## src/rtl/div_pkg.sv

```systemverilog
// Shared constants for the multi-cycle MIPS divider.
// Holds the width, FSM encodings, special result values and the per-operation flag bundle.
package div_pkg;

    localparam int DIV_WIDTH = 32;

    localparam logic [1:0] ST_IDLE = 2'd0;
    localparam logic [1:0] ST_BUSY = 2'd1;
    localparam logic [1:0] ST_DONE = 2'd2;

    localparam logic [DIV_WIDTH-1:0] DIV_ZERO_Q = 32'hFFFF_FFFF;
    localparam logic [DIV_WIDTH-1:0] INT_MIN    = 32'h8000_0000;

    typedef struct packed {
        logic a_neg;
        logic b_neg;
        logic div_zero;
        logic overflow;
    } div_flags_t;

endpackage

```

## src/rtl/sequential_divide_if.sv

```systemverilog
// Operand/result handshake between the HI/LO control logic (master) and the divider (slave).
interface sequential_divide_if import div_pkg::*; #(
    parameter int WIDTH = DIV_WIDTH
);

    logic [WIDTH-1:0] A;
    logic [WIDTH-1:0] B;
    logic             do_div;
    logic             is_signed;
    logic             busy;
    logic             value_ready;
    logic             exception;
    logic [WIDTH-1:0] quotient;
    logic [WIDTH-1:0] remainder;

    modport master (
        output A, B, do_div, is_signed,
        input  busy, value_ready, exception, quotient, remainder
    );

    modport slave (
        input  A, B, do_div, is_signed,
        output busy, value_ready, exception, quotient, remainder
    );

endinterface

```

## src/rtl/div_step.sv

```systemverilog
// One restoring-division iteration: shift {R,Q} left by one, trial-subtract the divisor from the
// WIDTH+1-bit shifted remainder, keep the difference when it is non-negative and shift in that q-bit.
module div_step #(
    parameter int WIDTH = 32
) (
    input  logic [WIDTH-1:0] rem_i,
    input  logic [WIDTH-1:0] quo_i,
    input  logic [WIDTH-1:0] divisor_i,
    output logic [WIDTH-1:0] rem_o,
    output logic [WIDTH-1:0] quo_o
);

    logic [WIDTH:0] shifted;
    logic [WIDTH:0] trial;

    // The stored remainder is always below the divisor, so its shifted form fits in WIDTH+1 bits.
    assign shifted = {rem_i, quo_i[WIDTH-1]};
    assign trial   = shifted - {1'b0, divisor_i};

    assign rem_o = trial[WIDTH] ? shifted[WIDTH-1:0] : trial[WIDTH-1:0];
    assign quo_o = {quo_i[WIDTH-2:0], ~trial[WIDTH]};

endmodule

```

## src/rtl/sequential_divide.sv

```systemverilog
// Multi-cycle restoring divider for DIV/DIVU: one quotient bit per clock behind a start/ready/exception handshake.
// Define DIV_SIGNED_EN to honour is_signed (two's-complement operands, sign fix-up, overflow detection).
module sequential_divide import div_pkg::*; #(
    parameter int WIDTH = DIV_WIDTH
) (
    input logic                clk,
    input logic                reset_n,
    sequential_divide_if.slave bus
);

    localparam int CNT_W = $clog2(WIDTH + 1);

    logic [1:0]       state_q,       state_d;
    logic [CNT_W-1:0] count_q,       count_d;
    logic [WIDTH-1:0] rem_q,         rem_d;
    logic [WIDTH-1:0] quo_q,         quo_d;
    logic [WIDTH-1:0] divisor_q,     divisor_d;
    div_flags_t       flags_q,       flags_d;
    logic [WIDTH-1:0] quotient_q,    quotient_d;
    logic [WIDTH-1:0] remainder_q,   remainder_d;
    logic             value_ready_q, value_ready_d;
    logic             exception_q,   exception_d;

    logic             signed_op;
    div_flags_t       start_flags;
    logic [WIDTH-1:0] a_abs;
    logic [WIDTH-1:0] b_abs;
    logic [WIDTH-1:0] step_rem;
    logic [WIDTH-1:0] step_quo;

`ifdef DIV_SIGNED_EN
    assign signed_op = bus.is_signed;
`else
    logic unused_is_signed;
    assign unused_is_signed = bus.is_signed;
    assign signed_op        = 1'b0;
`endif

    always_comb begin
        start_flags.a_neg    = signed_op & bus.A[WIDTH-1];
        start_flags.b_neg    = signed_op & bus.B[WIDTH-1];
        start_flags.div_zero = (bus.B == '0);
        start_flags.overflow = signed_op && (bus.A == INT_MIN) && (bus.B == '1);
    end

    assign a_abs = start_flags.a_neg ? -bus.A : bus.A;
    assign b_abs = start_flags.b_neg ? -bus.B : bus.B;

    div_step #(.WIDTH(WIDTH)) u_step (
        .rem_i     (rem_q),
        .quo_i     (quo_q),
        .divisor_i (divisor_q),
        .rem_o     (step_rem),
        .quo_o     (step_quo)
    );

    always_comb begin
        // NOTE: every _d takes its hold value first, so no path through the case can infer a latch.
        state_d       = state_q;
        count_d       = count_q;
        rem_d         = rem_q;
        quo_d         = quo_q;
        divisor_d     = divisor_q;
        flags_d       = flags_q;
        quotient_d    = quotient_q;
        remainder_d   = remainder_q;
        value_ready_d = 1'b0;
        exception_d   = 1'b0;

        case (state_q)
            ST_IDLE: begin
                if (bus.do_div) begin
                    state_d   = ST_BUSY;
                    count_d   = CNT_W'(WIDTH);
                    rem_d     = '0;
                    quo_d     = a_abs;
                    divisor_d = b_abs;
                    flags_d   = start_flags;
                end
            end
            ST_BUSY: begin
                if (flags_q.div_zero) begin
                    state_d = ST_DONE;
                    count_d = '0;
                end else begin
                    rem_d   = step_rem;
                    quo_d   = step_quo;
                    count_d = count_q - CNT_W'(1);
                    if (count_q == CNT_W'(1)) state_d = ST_DONE;
                end
            end
            ST_DONE: begin
                state_d       = ST_IDLE;
                value_ready_d = 1'b1;
                exception_d   = flags_q.div_zero | flags_q.overflow;
                // A zero divisor skips the iterations, so quo_q still holds |A| and a_neg rebuilds A.
                if (flags_q.div_zero) begin
                    quotient_d  = DIV_ZERO_Q;
                    remainder_d = flags_q.a_neg ? -quo_q : quo_q;
                end else begin
                    quotient_d  = (flags_q.a_neg ^ flags_q.b_neg) ? -quo_q : quo_q;
                    remainder_d = flags_q.a_neg ? -rem_q : rem_q;
                end
            end
            default: state_d = ST_IDLE;
        endcase
    end

    always_ff @(posedge clk or negedge reset_n) begin
        if (!reset_n) begin
            state_q       <= ST_IDLE;
            count_q       <= '0;
            rem_q         <= '0;
            quo_q         <= '0;
            divisor_q     <= '0;
            flags_q       <= '0;
            quotient_q    <= '0;
            remainder_q   <= '0;
            value_ready_q <= 1'b0;
            exception_q   <= 1'b0;
        end else begin
            // NOTE: non-blocking updates so every register samples the pre-edge value of the others.
            state_q       <= state_d;
            count_q       <= count_d;
            rem_q         <= rem_d;
            quo_q         <= quo_d;
            divisor_q     <= divisor_d;
            flags_q       <= flags_d;
            quotient_q    <= quotient_d;
            remainder_q   <= remainder_d;
            value_ready_q <= value_ready_d;
            exception_q   <= exception_d;
        end
    end

    assign bus.busy        = (state_q != ST_IDLE);
    assign bus.value_ready = value_ready_q;
    assign bus.exception   = exception_q;
    assign bus.quotient    = quotient_q;
    assign bus.remainder   = remainder_q;

endmodule
```

## src/flat_wrapper.sv

```systemverilog
// flat-port wrapper written by rule: the top's interface ports become plain ports
module sequential_divide_flat import div_pkg::*;
#(
    parameter int WIDTH = DIV_WIDTH
)
  (clk, reset_n, bus_A, bus_B, bus_do_div, bus_is_signed, bus_busy, bus_value_ready, bus_exception, bus_quotient, bus_remainder);
  sequential_divide_if #(.WIDTH(WIDTH)) bus_i ();
  input logic clk;
  input logic reset_n;
  input wire logic [$bits(bus_i.A)-1:0] bus_A;
  input wire logic [$bits(bus_i.B)-1:0] bus_B;
  input wire logic [$bits(bus_i.do_div)-1:0] bus_do_div;
  input wire logic [$bits(bus_i.is_signed)-1:0] bus_is_signed;
  output wire logic [$bits(bus_i.busy)-1:0] bus_busy;
  output wire logic [$bits(bus_i.value_ready)-1:0] bus_value_ready;
  output wire logic [$bits(bus_i.exception)-1:0] bus_exception;
  output wire logic [$bits(bus_i.quotient)-1:0] bus_quotient;
  output wire logic [$bits(bus_i.remainder)-1:0] bus_remainder;
  assign bus_i.A = bus_A;
  assign bus_i.B = bus_B;
  assign bus_i.do_div = bus_do_div;
  assign bus_i.is_signed = bus_is_signed;
  assign bus_busy = bus_i.busy;
  assign bus_value_ready = bus_i.value_ready;
  assign bus_exception = bus_i.exception;
  assign bus_quotient = bus_i.quotient;
  assign bus_remainder = bus_i.remainder;
  sequential_divide #(.WIDTH(WIDTH)) u_core (.clk(clk), .reset_n(reset_n), .bus(bus_i));
endmodule
```

## config.mk

```make
export PLATFORM = sky130hd
export DESIGN_NAME = sequential_divide_flat
export DESIGN_NICKNAME = d
export VERILOG_FILES = /design/src/rtl/div_pkg.sv /design/src/rtl/sequential_divide_if.sv /design/src/rtl/div_step.sv /design/src/rtl/sequential_divide.sv /design/src/flat_wrapper.sv
export SDC_FILE = /design/constraint.sdc
export NUM_CORES = 1
export LEC_CHECK = 0
export ABC_CLOCK_PERIOD_IN_PS = 4390
export BUFFER_PORTS_ARGS = -buffer_cell sky130_fd_sc_hd__buf_2
export CAP_MARGIN = 20
export CORE_MARGIN = 2
export CORE_UTILIZATION = 25
export DETAILED_ROUTE_END_ITERATION = 8
export HOLD_SLACK_MARGIN = 0.02
export SYNTH_ARGS = -nofsm -noshare
export SYNTH_HDL_FRONTEND = slang
export SYNTH_SLANG_ARGS = --single-unit
export TNS_END_PERCENT = 20
```

## constraint.sdc

```tcl
create_clock -name clk -period 4.39 [get_ports clk]
set_clock_uncertainty 0.1 [all_clocks]
set_input_delay 0.6585 -clock clk [delete_from_list [all_inputs] [get_ports clk]]
set_output_delay 0.6585 -clock clk [all_outputs]
set_load 0.005 [all_outputs]
```

After elaboration in Yosys (flattened, before gate mapping)
Index checks and enable logic that the tools add are counted.
{"block": "totals", "reg_bits": 171, "inputBits": 68, "out_inout_bits": 67, "wordCells": 45}
{"block": "op_classes", "addsub": 2, "eq_ne": 6, "mux": 18, "n_bitwise": 1, "n_reduce_logical": 8}
{"operator": "$mux 32", "n": 7}
{"operator": "$pmux 32 s2", "n": 2}
{"operator": "$sub 33x32->33", "n": 1}
{"operator": "$logic_not 32->1", "n": 1}
{"operator": "$mux 6", "n": 2}
{"operator": "$pmux 6 s2", "n": 1}
{"operator": "$eq 6x1->1 const B", "n": 1}
{"operator": "$mux 2", "n": 3}
{"operator": "$reduce_and 2->1", "n": 3}
{"operator": "$sub 6x1->6 const B", "n": 1}
{"operator": "$ne 2x2->1 const B", "n": 2}
{"operator": "$pmux 2 s2", "n": 1}
{"operator": "$reduce_bool 2->1", "n": 2}
{"operator": "$ne 3x1->1 const B", "n": 1}
{"operator": "$reduce_and 3->1", "n": 1}
{"operator": "$eq 2x1->1 const B", "n": 1}
{"operator": "$eq 2x2->1 const B", "n": 1}
{"operator": "$logic_not 2->1", "n": 1}
{"operator": "$mux 1", "n": 2}
{"operator": "$not 1->1", "n": 1}

Logic depth before layout (Yosys ltp)
{"block": "depth", "ltp_word": 4, "ltp_mapped": 15, "depth_no_buf": 13}

By module
A second synthesis with hierarchy kept.
{"block": "hier_totals", "cells_unflattened": 994, "area_unflattened_um2": 9620.5}
{"module": "sequential_divide", "instances": 1, "cells_each": 658, "area_each_um2": 7029.2}
{"module": "div_step", "instances": 1, "cells_each": 336, "area_each_um2": 2591.2}

Least setup slack after synthesis
OpenSTA, ideal clock, no wires.
{"block": "synth_timing", "kind": "register to register", "startpoint": "register u_core.quo_q[31]", "endpoint": "register u_core.rem_q[10]", "arrival_ns": 2.980, "setup_slack_ns": 1.184, "stages_incl_launch_ff": 16, "path_cell_list": "dfrtp_1 -> inv_1 -> ha_1 -> inv_1 -> fa_1 -> a211oi_2 -> o21ai_2 -> o21a_1 -> o2111ai_2 -> nand4_2 -> a21boi_2 -> nor3_1 -> or2_1 -> buf_6 -> buf_8 -> a221o_1"}
{"block": "synth_between", "elab_chain_cells": 4}
{"item": "start, declared", "line_no": "sequential_divide.sv:16", "source": "logic [WIDTH-1:0] quo_q, quo_d;"}
{"item": "start signal, assigned", "line_no": "sequential_divide.sv:126", "source": "quo_q <= quo_d;"}
{"item": "$sub 33x32->33", "line_no": "div_step.sv:18", "source": "assign trial = shifted - {1'b0, divisor_i};"}
{"item": "$mux 32", "line_no": "div_step.sv:20", "source": "assign rem_o = trial[WIDTH] ? shifted[WIDTH-1:0] : trial[WIDTH-1:0];"}
{"item": "$mux 32", "line_no": "sequential_divide.sv:82", "source": "if (flags_q.div_zero) begin"}
{"item": "$pmux 32 s2", "line_no": "sequential_divide.sv:70", "source": "case (state_q)"}
{"item": "end signal, assigned", "line_no": "sequential_divide.sv:125", "source": "rem_q <= rem_d;"}
{"item": "end, declared", "line_no": "sequential_divide.sv:15", "source": "logic [WIDTH-1:0] rem_q, rem_d;"}
No other way between the ends. The select of a mux whose other input is x is not followed.
A chain may end at the register's enable or synchronous reset.

Worst setup path in the final report
{"block": "layout_timing", "startpoint": "register u_core.quo_q[31]", "endpoint": "register u_core.rem_q[25]"}
The elaborated chain is that of the path after synthesis.

==> metrics.md <==
| Metric | Value |
|---|---|
| EDFF count, synth | 0 |
| CP Launch Type | flop |
| Final Setup Violations | 0 |
| Final setup TNS | 0 ps |
| Critical path peak fanout | 18 |
| Area grow syn2layout | 19.0% |
| Placed Area | 10200 um^2 |
| Post-Syn Nets | 1117 |
| Crit-path most repeated cell | inv_1 |
| Reg clk slew, reported paths | around 70 ps |
| Top FF cell, synth | dfrtp_1 |
| Dpl cells | 1564 |
| Min-delay worst type | input pin to asynchronous set/reset pin |
| Worst setup path class | flop to flop |
| Count of cell types in the netlist | 62 |
| Tcrit/Tclk final | between 80% and 90% |
| Worst slew pin tran | 946 ps |
| Root buffer cell | clkbuf_16 |
| IO Port Bufs | 133 |
| Routed vias | 7660 |
| GPL Wtd Cong | 0.822 |
| Adder-cell share of the synthesized area | 4.92% |
| DP HPWL | 19700 um |
| Wirelength, routed | 26500 um |
| Gr ovfl total | 0 |
| Worst path arrival time | 3980 ps |
| Starting density of the core | 25.4% |
| Largest net degree at the start of global routing | 95 |
| Crit path capture type | flop |
| F_max | around 0.27 GHz |
| Slew margin rel. | a little under two fifths |
| CP max stage delay | 430 ps |
| DR pass1 iterations | 5 |
| Pwr dens | 296 nW/um^2 |
| Peak supply drop | 0.258 mV |
| Yosys reg bits | between 150 and 200 |
| P_leak | ~5.4 nW |
| Max Cap Viol | 0 |
| DR iter-0 viols | 499 |
| Nets | between 1000 and 1500 |
| Slowest stage cell, crit path | dfrtp_1 |
| Worst EP required | around 4600 ps |
| Post-DR wirelength/cell | 16.6 um |
| Sequential share of the synthesized area | 47.3% |
| CTS tree | done |
| Later-pin clock latency in the skew report | 440 ps |
| XOR/XNOR Fraction of Synth Area | under 10% |
| Tmin final | 3770 ps |
| Status | completed |
| CTS resizes | 0 |
| DIE AREA | around 38000 um^2 |
| Synth warn | 0 |
| H-tree depth | 4 |
| Post-CTS setup buffer count | 0 |
| CP cell instances | inv_1 -> ha_1 -> inv_1 -> fa_1 -> a211oi_2 -> o21ai_2 -> o21a_1 -> o2111ai_2 -> nand4_2 -> a21boi_2 -> nor3_1 -> or2_1 -> buf_4 -> a221o_1 |
| Io pins | approximately 140 |
| Synth Area in Compound Gates | 19.0% |
| CTS sink cnt | 171 |
| DR vias/cell | approximately 4.8 |
| Mux share of post-synthesis cell area | 3.65% |
| Die Height | 194 um |
| Final antenna-violating net count | 0 |
| Share of cells above drive strength 1 | 17.9% |
| Ys async rst share | 100% |
| GRT Total Usage | 14.2% |
| Hold Fails Final Rpt | 0 |
| Initial antenna violation count | 5 |
| Slew Limit Fails | 0 |
| Largest family of logic cells by synthesized area | compound AO/OA/AOI/OAI gates |
| RSZ-0062 raised after global routing | no |
| Final core occ | 30.3% |
| Global-route wire length before repair | 42100 um |
| Post-Synth Simple-Gate Area | 17.7% |
| Die span in x | 194 um |
| Row cnt | 69 |
| Post-Layout Cell Count | 1600 |
| Final instance area | 10800 um^2 |
| Tot Pwr | 3.19 mW |
| Number of global-route vias before repair | 7396 |
| Avg Cell Area, Syn | 8.93 um^2 |
| Core area | 35600 um^2 |
| CTS Buffer Depth | 2 |
| CTS buffer count | 17 |
| Hold Buf Count CTS | 0 |
| Post-Syn Instances | between 1000 and 1500 |
| Residual DRC count | 0 |
| Mapped Area | 9050 um^2 |
layout by cell type, fill, tap and decap left out, drive strengths merged, types with 3 or more instances in the layout:
cell	netlist	layout
and2	5	5
inv	45	49
nand3	11	11
nand2	225	225
mux2i	33	33
nor3	10	10
dfrtp	171	171
a21o	13	13
or2	3	3
or3	6	6
o31ai	3	3
a221o	25	25
clkbuf	43	19
o211ai	8	8
nor2	59	59
and3	27	27
a31oi	35	35
a21oi	38	38
nor2b	4	4
diode	0	4
o21a	4	4
nand2b	3	3
o21bai	3	3
clkinv	0	6
xor2	6	6
xnor2	23	23
buf	14	146
ha	34	34
nor4	10	10
nand4	4	4
o21ai	125	125
sequential cells by signal, indices dropped and copies added, names as in the netlist:
register	cells
u_core.quo_q	32
u_core.state_q	2
u_core.bus.quotient	32
u_core.bus.exception	1
u_core.bus.value_ready	1
u_core.count_q	6
u_core.rem_q	32
u_core.divisor_q	32
u_core.bus.remainder	32
u_core.flags_q	1
worst paths after layout:
path                                    startpoint                 endpoint  slack, ps  cells after the start
setup / recovery                  u_core.quo_q[31]         u_core.rem_q[25]        620                     14
hold / removal                             reset_n   u_core.bus.quotient[5]        190                      1
setup reg to reg                  u_core.quo_q[31]         u_core.rem_q[25]        620                     14
hold reg to reg            u_core.bus.quotient[29]  u_core.bus.quotient[29]        360                      2
max in group asynchronous                  reset_n        u_core.flags_q[1]       3030                      2
min in group clk                         bus_B[13]     u_core.divisor_q[13]        340                      3
logic make-up (layout without fill, tap and decap cells):
logic type / Yosys count / in the layout
other: 0 / 4
muxes: 33 / 33
xor gates and xnor gates: 29 / 29
AOI/OAI and AO/OA: 273 / 273
and+or+nand+nor: 371 / 371
DFF: 171 / 171
adders and majority gates: 35 / 35
buffers and inverters: 102 / 223
report_power, final:
part / internal (mW) / switching, mW
registers: 1.57 / 0
logic: 0.0246 / 0.0515
clock network: 0.874 / 0.665
synthesized netlist by cell type, drive strengths merged, types with 3 or more instances:
master	number	area share, %
nor3	10	0.55
inv	45	1.9
clkbuf	43	1.8
o21ai	125	7.0
o21a	4	0.33
nand2	225	9.3
nor2	59	2.4
nand2b	3	0.21
a21oi	38	2.2
a221o	25	2.8
o21bai	3	0.25
mux2i	33	3.6
dfrtp	171	47
nor4	10	0.69
nand4	4	0.35
ha	34	4.7
a21o	13	1.1
o31ai	3	0.25
nor2b	4	0.28
a31oi	35	2.4
or2	3	0.21
buf	14	1.0
nand3	11	0.61
or3	6	0.41
and3	27	1.9
xnor2	23	2.2
and2	5	0.36
o211ai	8	0.66
xor2	6	0.58
cell type report:
class	instances	area, um^2
diodes	4	10.0
clock buffers	19	453
clock inverters	13	140
fillers	3761	24800
inverters	45	169
multi-input cells	741	4360
flip-flops and latches	171	4280
well taps	461	577
repair buffers	146	782
metrics by stage:
step / worst slack [ps] / hold WS, ps
5_1_grt: 441 / 298
2_1_floorplan: 1180 / 263
3_3_place_gp: 685 / 346
6_report: 623 / 190
4_1_cts: 623 / 258
3_5_place_dp: 652 / 353
worst max-delay path: cells and delay by family (launching register included):
kind,cells,cell delay [ps]
buf+inv,3,420
fa+ha+maj,2,610
compound gates,6,1380
flops,1,430
simple gates,3,680
per-layer routing:
metal	vias to the layer above	part of all wire, %	global-route usage [%]
met5	-	0.049	0
met4	2	0.90	2.89
met3	17	5.7	3.48
met2	193	43	21.0
met1	3672	51	20.8
li1	3776	-	-
(Power assumes the default switching activity.)
